<file path="config.mk">
export PLATFORM = sky130hd
export DESIGN_NAME = uart_rx_deserializer
export DESIGN_NICKNAME = d
export VERILOG_FILES = /design/src/rtl/uart_rx_pkg.sv /design/src/rtl/uart_par_calc.sv /design/src/rtl/uart_rx_deserializer.sv
export SDC_FILE = /design/constraint.sdc
export NUM_CORES = 1
export LEC_CHECK = 0
export ABC_CLOCK_PERIOD_IN_PS = 3100
export CELL_PAD_IN_SITES_DETAIL_PLACEMENT = 0
export CELL_PAD_IN_SITES_GLOBAL_PLACEMENT = 1
export CORE_ASPECT_RATIO = 1.5
export CORE_MARGIN = 5
export CORE_UTILIZATION = 38
export CTS_CLUSTER_SIZE = 16
export DETAILED_ROUTE_END_ITERATION = 8
export PLACE_DENSITY_LB_ADDON = 0.15
export SYNTH_ARGS = -nofsm -noshare
export SYNTH_HDL_FRONTEND = slang
export SYNTH_SLANG_ARGS = --single-unit
export TNS_END_PERCENT = 5
</file>
<file path="constraint.sdc">
create_clock -name CLK -period 3.1 [get_ports CLK]
set_clock_uncertainty 0.15 [all_clocks]
set_input_delay 0.62 -clock CLK [delete_from_list [all_inputs] [get_ports CLK]]
set_output_delay 0.62 -clock CLK [all_outputs]
set_load 0.01 [all_outputs]
</file>
<file path="src/rtl/uart_rx_pkg.sv">
// Shared UART RX types: deserializer states, parity-type encoding, counter width helper.
package uart_rx_pkg;

  typedef enum logic [1:0] {
    IDLE   = 2'd0,
    DATA   = 2'd1,
    PARITY = 2'd2,
    DONE   = 2'd3
  } rx_state_e;

  localparam logic PAR_EVEN = 1'b0;
  localparam logic PAR_ODD  = 1'b1;

  function automatic int cnt_w(input int data_width);
    return $clog2(data_width + 1);
  endfunction

endpackage

</file>
<file path="src/rtl/uart_par_calc.sv">
// Parity over the low i_len bits of a right-justified word; combinational, no flow control.
module uart_par_calc
  import uart_rx_pkg::*;
#(
  parameter  int DATA_WIDTH = 8,
  localparam int CNT_W      = cnt_w(DATA_WIDTH)
) (
  input  logic [DATA_WIDTH-1:0] i_word,
  input  logic [CNT_W-1:0]      i_len,
  input  logic                  i_par_type,
  output logic                  o_par
);

  logic [DATA_WIDTH-1:0] w_mask;
  logic                  w_xor;

  always_comb begin
    w_mask = '0;
    for (int i = 0; i < DATA_WIDTH; i++) begin
      w_mask[i] = (i < int'(i_len));
    end
  end

  assign w_xor = ^(i_word & w_mask);
  assign o_par = (i_par_type == PAR_ODD) ? ~w_xor : w_xor;

endmodule

</file>
<file path="src/rtl/uart_rx_deserializer.sv">
// Serial-to-parallel UART RX with runtime length/order/parity; P_DATA, par_err and
// data_valid appear one cycle after the final tick; no back-pressure, aborts on deser_en low.
module uart_rx_deserializer
  import uart_rx_pkg::*;
#(
  parameter  int DATA_WIDTH = 8,
  parameter  int EDGE_W     = 5,
  localparam int CNT_W      = cnt_w(DATA_WIDTH)
) (
  input  logic                  CLK,
  input  logic                  RST,
  input  logic                  deser_en,
  input  logic                  sampled_bit,
  input  logic [EDGE_W-1:0]     edge_cnt,
  input  logic [EDGE_W-1:0]     prescale,
  input  logic [3:0]            data_len,
  input  logic                  msb_first,
  input  logic                  par_en,
  input  logic                  par_type,
  output logic [DATA_WIDTH-1:0] P_DATA,
  output logic                  data_valid,
  output logic                  par_err,
  output logic                  busy,
  output logic [CNT_W-1:0]      bit_cnt
);

  rx_state_e             r_state, w_state_nxt;
  logic [DATA_WIDTH-1:0] r_shreg, r_pdata;
  logic [CNT_W-1:0]      r_bit_cnt, r_len;
  logic                  r_msb, r_par_en, r_par_type, r_par_err;

  logic                  w_tick, w_idle, w_msb, w_par_en;
  logic [EDGE_W-1:0]     w_tick_edge;
  logic [CNT_W-1:0]      w_len_in, w_len, w_cnt_base, w_cnt_inc;
  logic [DATA_WIDTH-1:0] w_shreg_base, w_shreg_shift, w_word_fin, w_word_par;
  logic                  w_data_tick, w_last, w_par_tick, w_fin_data, w_par_exp;

  function automatic logic [DATA_WIDTH-1:0] align(input logic [DATA_WIDTH-1:0] sh,
                                                  input logic [CNT_W-1:0]      len,
                                                  input logic                  msb);
    return msb ? sh : (sh >> (CNT_W'(DATA_WIDTH) - len));
  endfunction

  // prescale of 0 wraps so the tick lands on edge_cnt all-ones
  assign w_tick_edge = prescale - EDGE_W'(1);
  assign w_tick      = deser_en && (edge_cnt == w_tick_edge);
  assign w_idle      = (r_state == IDLE);

  always_comb begin
    w_len_in = CNT_W'(data_len);
    if (data_len == 4'd0 || int'(data_len) > DATA_WIDTH) w_len_in = CNT_W'(DATA_WIDTH);
  end

  // In IDLE the live configuration applies, so a tick on the start cycle is bit 0
  assign w_len        = w_idle ? w_len_in  : r_len;
  assign w_msb        = w_idle ? msb_first : r_msb;
  assign w_par_en     = w_idle ? par_en    : r_par_en;
  assign w_cnt_base   = w_idle ? '0 : r_bit_cnt;
  assign w_cnt_inc    = w_cnt_base + CNT_W'(1);
  assign w_shreg_base = w_idle ? '0 : r_shreg;
  assign w_shreg_shift = w_msb ? {w_shreg_base[DATA_WIDTH-2:0], sampled_bit}
                               : {sampled_bit, w_shreg_base[DATA_WIDTH-1:1]};

  assign w_data_tick = w_tick && (w_idle || r_state == DATA);
  assign w_last      = w_data_tick && (w_cnt_inc == w_len);
  assign w_par_tick  = w_tick && (r_state == PARITY);
  assign w_fin_data  = w_last && !w_par_en;
  assign w_word_fin  = align(w_shreg_shift, w_len, w_msb);
  assign w_word_par  = align(r_shreg, r_len, r_msb);

  uart_par_calc #(.DATA_WIDTH(DATA_WIDTH)) u_par_calc (
    .i_word     (w_word_par),
    .i_len      (r_len),
    .i_par_type (r_par_type),
    .o_par      (w_par_exp)
  );

  always_comb begin
    w_state_nxt = r_state;
    case (r_state)
      IDLE:    if (deser_en) w_state_nxt = w_last ? (w_par_en ? PARITY : DONE) : DATA;
      DATA: begin
        if (!deser_en)   w_state_nxt = IDLE;
        else if (w_last) w_state_nxt = w_par_en ? PARITY : DONE;
      end
      PARITY: begin
        if (!deser_en)       w_state_nxt = IDLE;
        else if (w_par_tick) w_state_nxt = DONE;
      end
      DONE:    w_state_nxt = IDLE;
      default: w_state_nxt = IDLE;
    endcase
  end

  always_ff @(posedge CLK) begin
    if (RST) r_state <= IDLE;
    else     r_state <= w_state_nxt;
  end

  always_ff @(posedge CLK) begin
    if (RST) begin
      r_shreg    <= '0;
      r_pdata    <= '0;
      r_bit_cnt  <= '0;
      r_len      <= '0;
      r_msb      <= 1'b0;
      r_par_en   <= 1'b0;
      r_par_type <= PAR_EVEN;
      r_par_err  <= 1'b0;
    end else begin
      if (w_idle && deser_en) begin
        r_len      <= w_len_in;
        r_msb      <= msb_first;
        r_par_en   <= par_en;
        r_par_type <= par_type;
      end
      if (w_data_tick) begin
        r_shreg   <= w_shreg_shift;
        r_bit_cnt <= w_cnt_inc;
      end else if (w_idle && deser_en) begin
        r_shreg   <= '0;
        r_bit_cnt <= '0;
      end else if (!deser_en && (r_state == DATA || r_state == PARITY)) begin
        r_bit_cnt <= '0;
      end
      if (w_fin_data) begin
        r_pdata   <= w_word_fin;
        r_par_err <= 1'b0;
      end else if (w_par_tick) begin
        r_pdata   <= w_word_par;
        r_par_err <= (sampled_bit != w_par_exp);
      end
    end
  end

  assign P_DATA     = r_pdata;
  assign data_valid = (r_state == DONE);
  assign par_err    = r_par_err;
  assign busy       = (r_state != IDLE);
  assign bit_cnt    = r_bit_cnt;

endmodule

</file>
==> flow_summary_export.csv <==
group,metric,value,unit
global_routing,first_pass_grt_wire_length,14500,µm
logic_synthesis,syn-instance-count,377,
route,first_pass_iters,5,
sta,final-max-slew-violation-count,0,
setup_path,setup.worst_path.start_class,"input port",
worst_hold_path,holdCritStartpoint,"r_par_en",
sta,clock.fmax,0.329,GHz
setup_path,cp-endpoint,"r_state[0]",
clocking,cts_root_buf,"sky130_fd_sc_hd__clkbuf_16",
setup_path,cp_max_fo,5,
logic_synthesis,synth_area_leader_cell,"sky130_fd_sc_hd__dfxtp_1",
clocking,clk_pin_slew,0.05,ns
finish,final_cell_mix,"46 x sky130_fd_sc_hd__nand2_1, 39 x sky130_fd_sc_hd__buf_4, 35 x sky130_fd_sc_hd__clkdlybuf4s50_1, 33 x sky130_fd_sc_hd__a21oi_1, 32 x sky130_fd_sc_hd__nor2_1",
floorplanning,die_width,81.4,µm
power,power_density,595,nW/µm²
logic_synthesis,yosys_warnings,0,
power,report.power.total,0.00223,W
logic_synthesis,syn_area_per_cell,7.71,µm²
sta,final.setup.worst_slack,0.0602,ns
placement,worst_setup_timing_slack_at_the_placement_stage,-0.337,ns
logic_synthesis,dominantRegCellSynth,"sky130_fd_sc_hd__dfxtp_1",
clocking,cts_setup_buffers,0,
setup_path,critical_path_arrival,3.02,ns
clocking,clock_path_buffers,2,
worst_hold_path,min_path_type,"reg2reg",
logic_synthesis,yosysTopAreaCellShare,20.7,%
logic_synthesis,syn_std_cell_area,2910,µm²
route,top_routing_layer_in_use,"met4",
floorplanning,rows,39,
floorplanning,die_outline_area,9530,µm²
placement,dp_hpwl,7100,µm
sta,grt_setup_unrepaired,"true",
clocking,clkLatencyLatePin,0.28,ns
sta,fin_crit,3.04,ns
setup_path,reg2reg_to,"par_err",
placement,globalplace.congestion,1.02,
setup_path,r2r.worst_path.cells,11,
power,p_leak,1.41,nW
logic_synthesis,postSynth.asyncResetShare,0,%
sta,timing_worst_slew_pin_value,0.832,ns
route,routedLengthMet1,3520,µm
floorplanning,core,7560,µm²
finish,insertedDiodeCount,0,
power,power.ir.vdd_worst,683,µV
finish,post_route_cells_drive_above_1_share,18.4,%
sta,timing_hold_violations_final,0,
setup_path,worstSetupStartpoint,"prescale[0]",
logic_synthesis,ys_seq_elements,30,
finish,synthToLayoutAreaGrowth,29.2,%
route,met2_wirelength,4750,µm
sta,hold_ws,0.339,ns
sta,slew_headroom,44.5,%
clocking,cts_sinks,30,
setup_path,critical_path.reg2reg.startpoint,"r_len[1]",
setup_path,crit_path_end_kind,"flop",
global_routing,grt_max_degree,26,
route,wl_met3,343,µm
floorplanning,initial_utilization,38.4,%
finish,final_common_cell,"sky130_fd_sc_hd__nand2_1",
flow_run,drv_cap,0,
floorplanning,dieHeight,117,µm
route,finalWirelength,9040,µm
setup_path,worst_reg_to_reg_setup_slack,0.25,ns
logic_synthesis,yosysUniqueCellTypes,67,
clocking,cts_htree_levels,2,
route,vias,2944,
sta,setup_violations,0,
route,antenna_left,0,
logic_synthesis,number_of_flops_mapped_to_enable_cells_by_yosys,0,
floorplanning,boundaryPins,36,
setup_path,setup.worst_path.class,"in2reg",
global_routing,grt_pass1_vias,2943,
global_routing,grt_remaining_overflow,0,
placement,portBuffers,35,
outcome,outcome,"complete, no violations",
global_routing,grt_usage,20.1,%
finish,nNetsFinal,463,
sta,final_min_period_over_clock_period,98.1,%
route,drt-vias-per-instance,5.49,
logic_synthesis,synth_fp_nets,407,
global_routing,grt_antenna_before_repair,0,
clocking,cts_buffers,5,
logic_synthesis,sequential_element_share_of_the_synthesized_area,20.7,%
route,starting_drt_drc_count,125,
clocking,cts_tree,"built",
setup_path,worst-endpoint-required,3.08,ns
route,routed_wire_length_per_instance,16.9,µm
route,post-route-drc-count,0,
logic_synthesis,synthTopCellsByArea,"sky130_fd_sc_hd__dfxtp_1 21%, sky130_fd_sc_hd__mux2i_1 9.3%, sky130_fd_sc_hd__nand2_1 5.9%",
## state kept, by name (all words and copies together), names as in the netlist
| signal | flops |
|---|---|
| P_DATA | 8 |
| bit_cnt | 4 |
| par_err | 1 |
| r_len | 4 |
| r_msb | 1 |
| r_par_en | 1 |
| r_par_type | 1 |
| r_shreg | 8 |
| r_state | 2 |
## routing by layer
layer  GRT usage, %  up-vias
li1               -     1464
met5              0        -
met3           3.91       27
met1           21.2     1381
met4           11.4        0
met2           36.6       72
## where the power goes
group | total, W | internal (W) | switching [W] | leakage (nW)
registers | 0.000466 | 0.000414 | 0.0000520 | 0.243
clock network | 0.000487 | 0.000318 | 0.000169 | 0.0739
logic | 0.00128 | 0.000569 | 0.000711 | 1.09
## critical path, stage by stage
cell and delay (ns):
sky130_fd_sc_hd__clkdlybuf4s50_1 0.48, sky130_fd_sc_hd__inv_1 0.05, sky130_fd_sc_hd__ha_2 0.20, sky130_fd_sc_hd__xnor2_1 0.12, sky130_fd_sc_hd__nand2_1 0.07, sky130_fd_sc_hd__o211ai_1 0.13, sky130_fd_sc_hd__a2111oi_4 0.45, sky130_fd_sc_hd__buf_4 0.21
sky130_fd_sc_hd__a21bo_2 0.23, sky130_fd_sc_hd__a31oi_2 0.20, sky130_fd_sc_hd__mux2i_1 0.20, sky130_fd_sc_hd__nor2_1 0.06
## kinds of logic (layout without fill, tap and decap cells)
kind of cell	Yosys count	in the layout	synth area share (%)
AO/OA/AOI/OAI	96	96	22.3
XOR/XNOR	22	22	7.15
adder cells (fa/ha/maj)	9	9	3.87
buffers and inverters	41	98	6.76
flip-flops	30	30	20.7
multiplexers	41	41	16.7
AND/OR/NAND/NOR	138	138	22.6
## how the worst min path moves through the flow
stage	end	slack, ns	depth (start not counted)
after floorplan	r_par_type	0.30	2
after global routing	r_shreg[0]	0.36	2
after global placement	r_par_en	0.31	2
after detailed placement	r_par_en	0.32	2
after CTS	r_par_en	0.34	2
final	r_par_en	0.34	2
## metrics by stage
step                      TNS, ns  util [%]  std cells  instance area, µm²
final                           0      49.6        536                3750
after CTS                       0      49.1        536                3720
after floorplan                 0         -        377                2910
after global routing      -0.0863      49.6        536                3750
after global placement      -2.62      46.9        528                3540
after detailed placement    -4.39      46.9        528                3540
## cells in the mapped netlist, types with 3 or more instances
master and count:
sky130_fd_sc_hd__a21oi_1 33, sky130_fd_sc_hd__nor2_1 32, sky130_fd_sc_hd__clkbuf_1 11, sky130_fd_sc_hd__nor4_1 4, sky130_fd_sc_hd__a211oi_1 5, sky130_fd_sc_hd__o21ai_0 17
sky130_fd_sc_hd__mux4_2 4, sky130_fd_sc_hd__nand2b_1 6, sky130_fd_sc_hd__mux2_2 8, sky130_fd_sc_hd__nand4_1 3, sky130_fd_sc_hd__buf_2 6, sky130_fd_sc_hd__o21ai_1 4
sky130_fd_sc_hd__inv_1 13, sky130_fd_sc_hd__a31oi_1 5, sky130_fd_sc_hd__xnor2_1 14, sky130_fd_sc_hd__nor3_1 4, sky130_fd_sc_hd__dfxtp_1 30, sky130_fd_sc_hd__or3_1 4
sky130_fd_sc_hd__buf_4 4, sky130_fd_sc_hd__o22ai_1 3, sky130_fd_sc_hd__nor2b_1 9, sky130_fd_sc_hd__nand3_1 17, sky130_fd_sc_hd__mux2i_1 27, sky130_fd_sc_hd__xor2_1 6
sky130_fd_sc_hd__o31ai_1 3, sky130_fd_sc_hd__and3_1 3, sky130_fd_sc_hd__ha_1 9, sky130_fd_sc_hd__nand2_1 46
## what timing repair did
item / 4_1_cts / 5_1_grt
hold buffers: 0 / 0
setup endpoints to repair: 8 / 11
pin swaps: 1 / 2
cloned: 0 / 0
gates resized for setup: 5 / 7
## cell type report
type / instances / area (µm²)
clock inverters: 1 / 5.00
inverters: 15 / 56.3
well taps: 102 / 128
fillers: 773 / 3810
clock buffers: 7 / 143
multi-input cells: 306 / 2170
repair buffers: 75 / 654
flip-flops and latches: 30 / 601
Power figures use the tool's default switching activity.
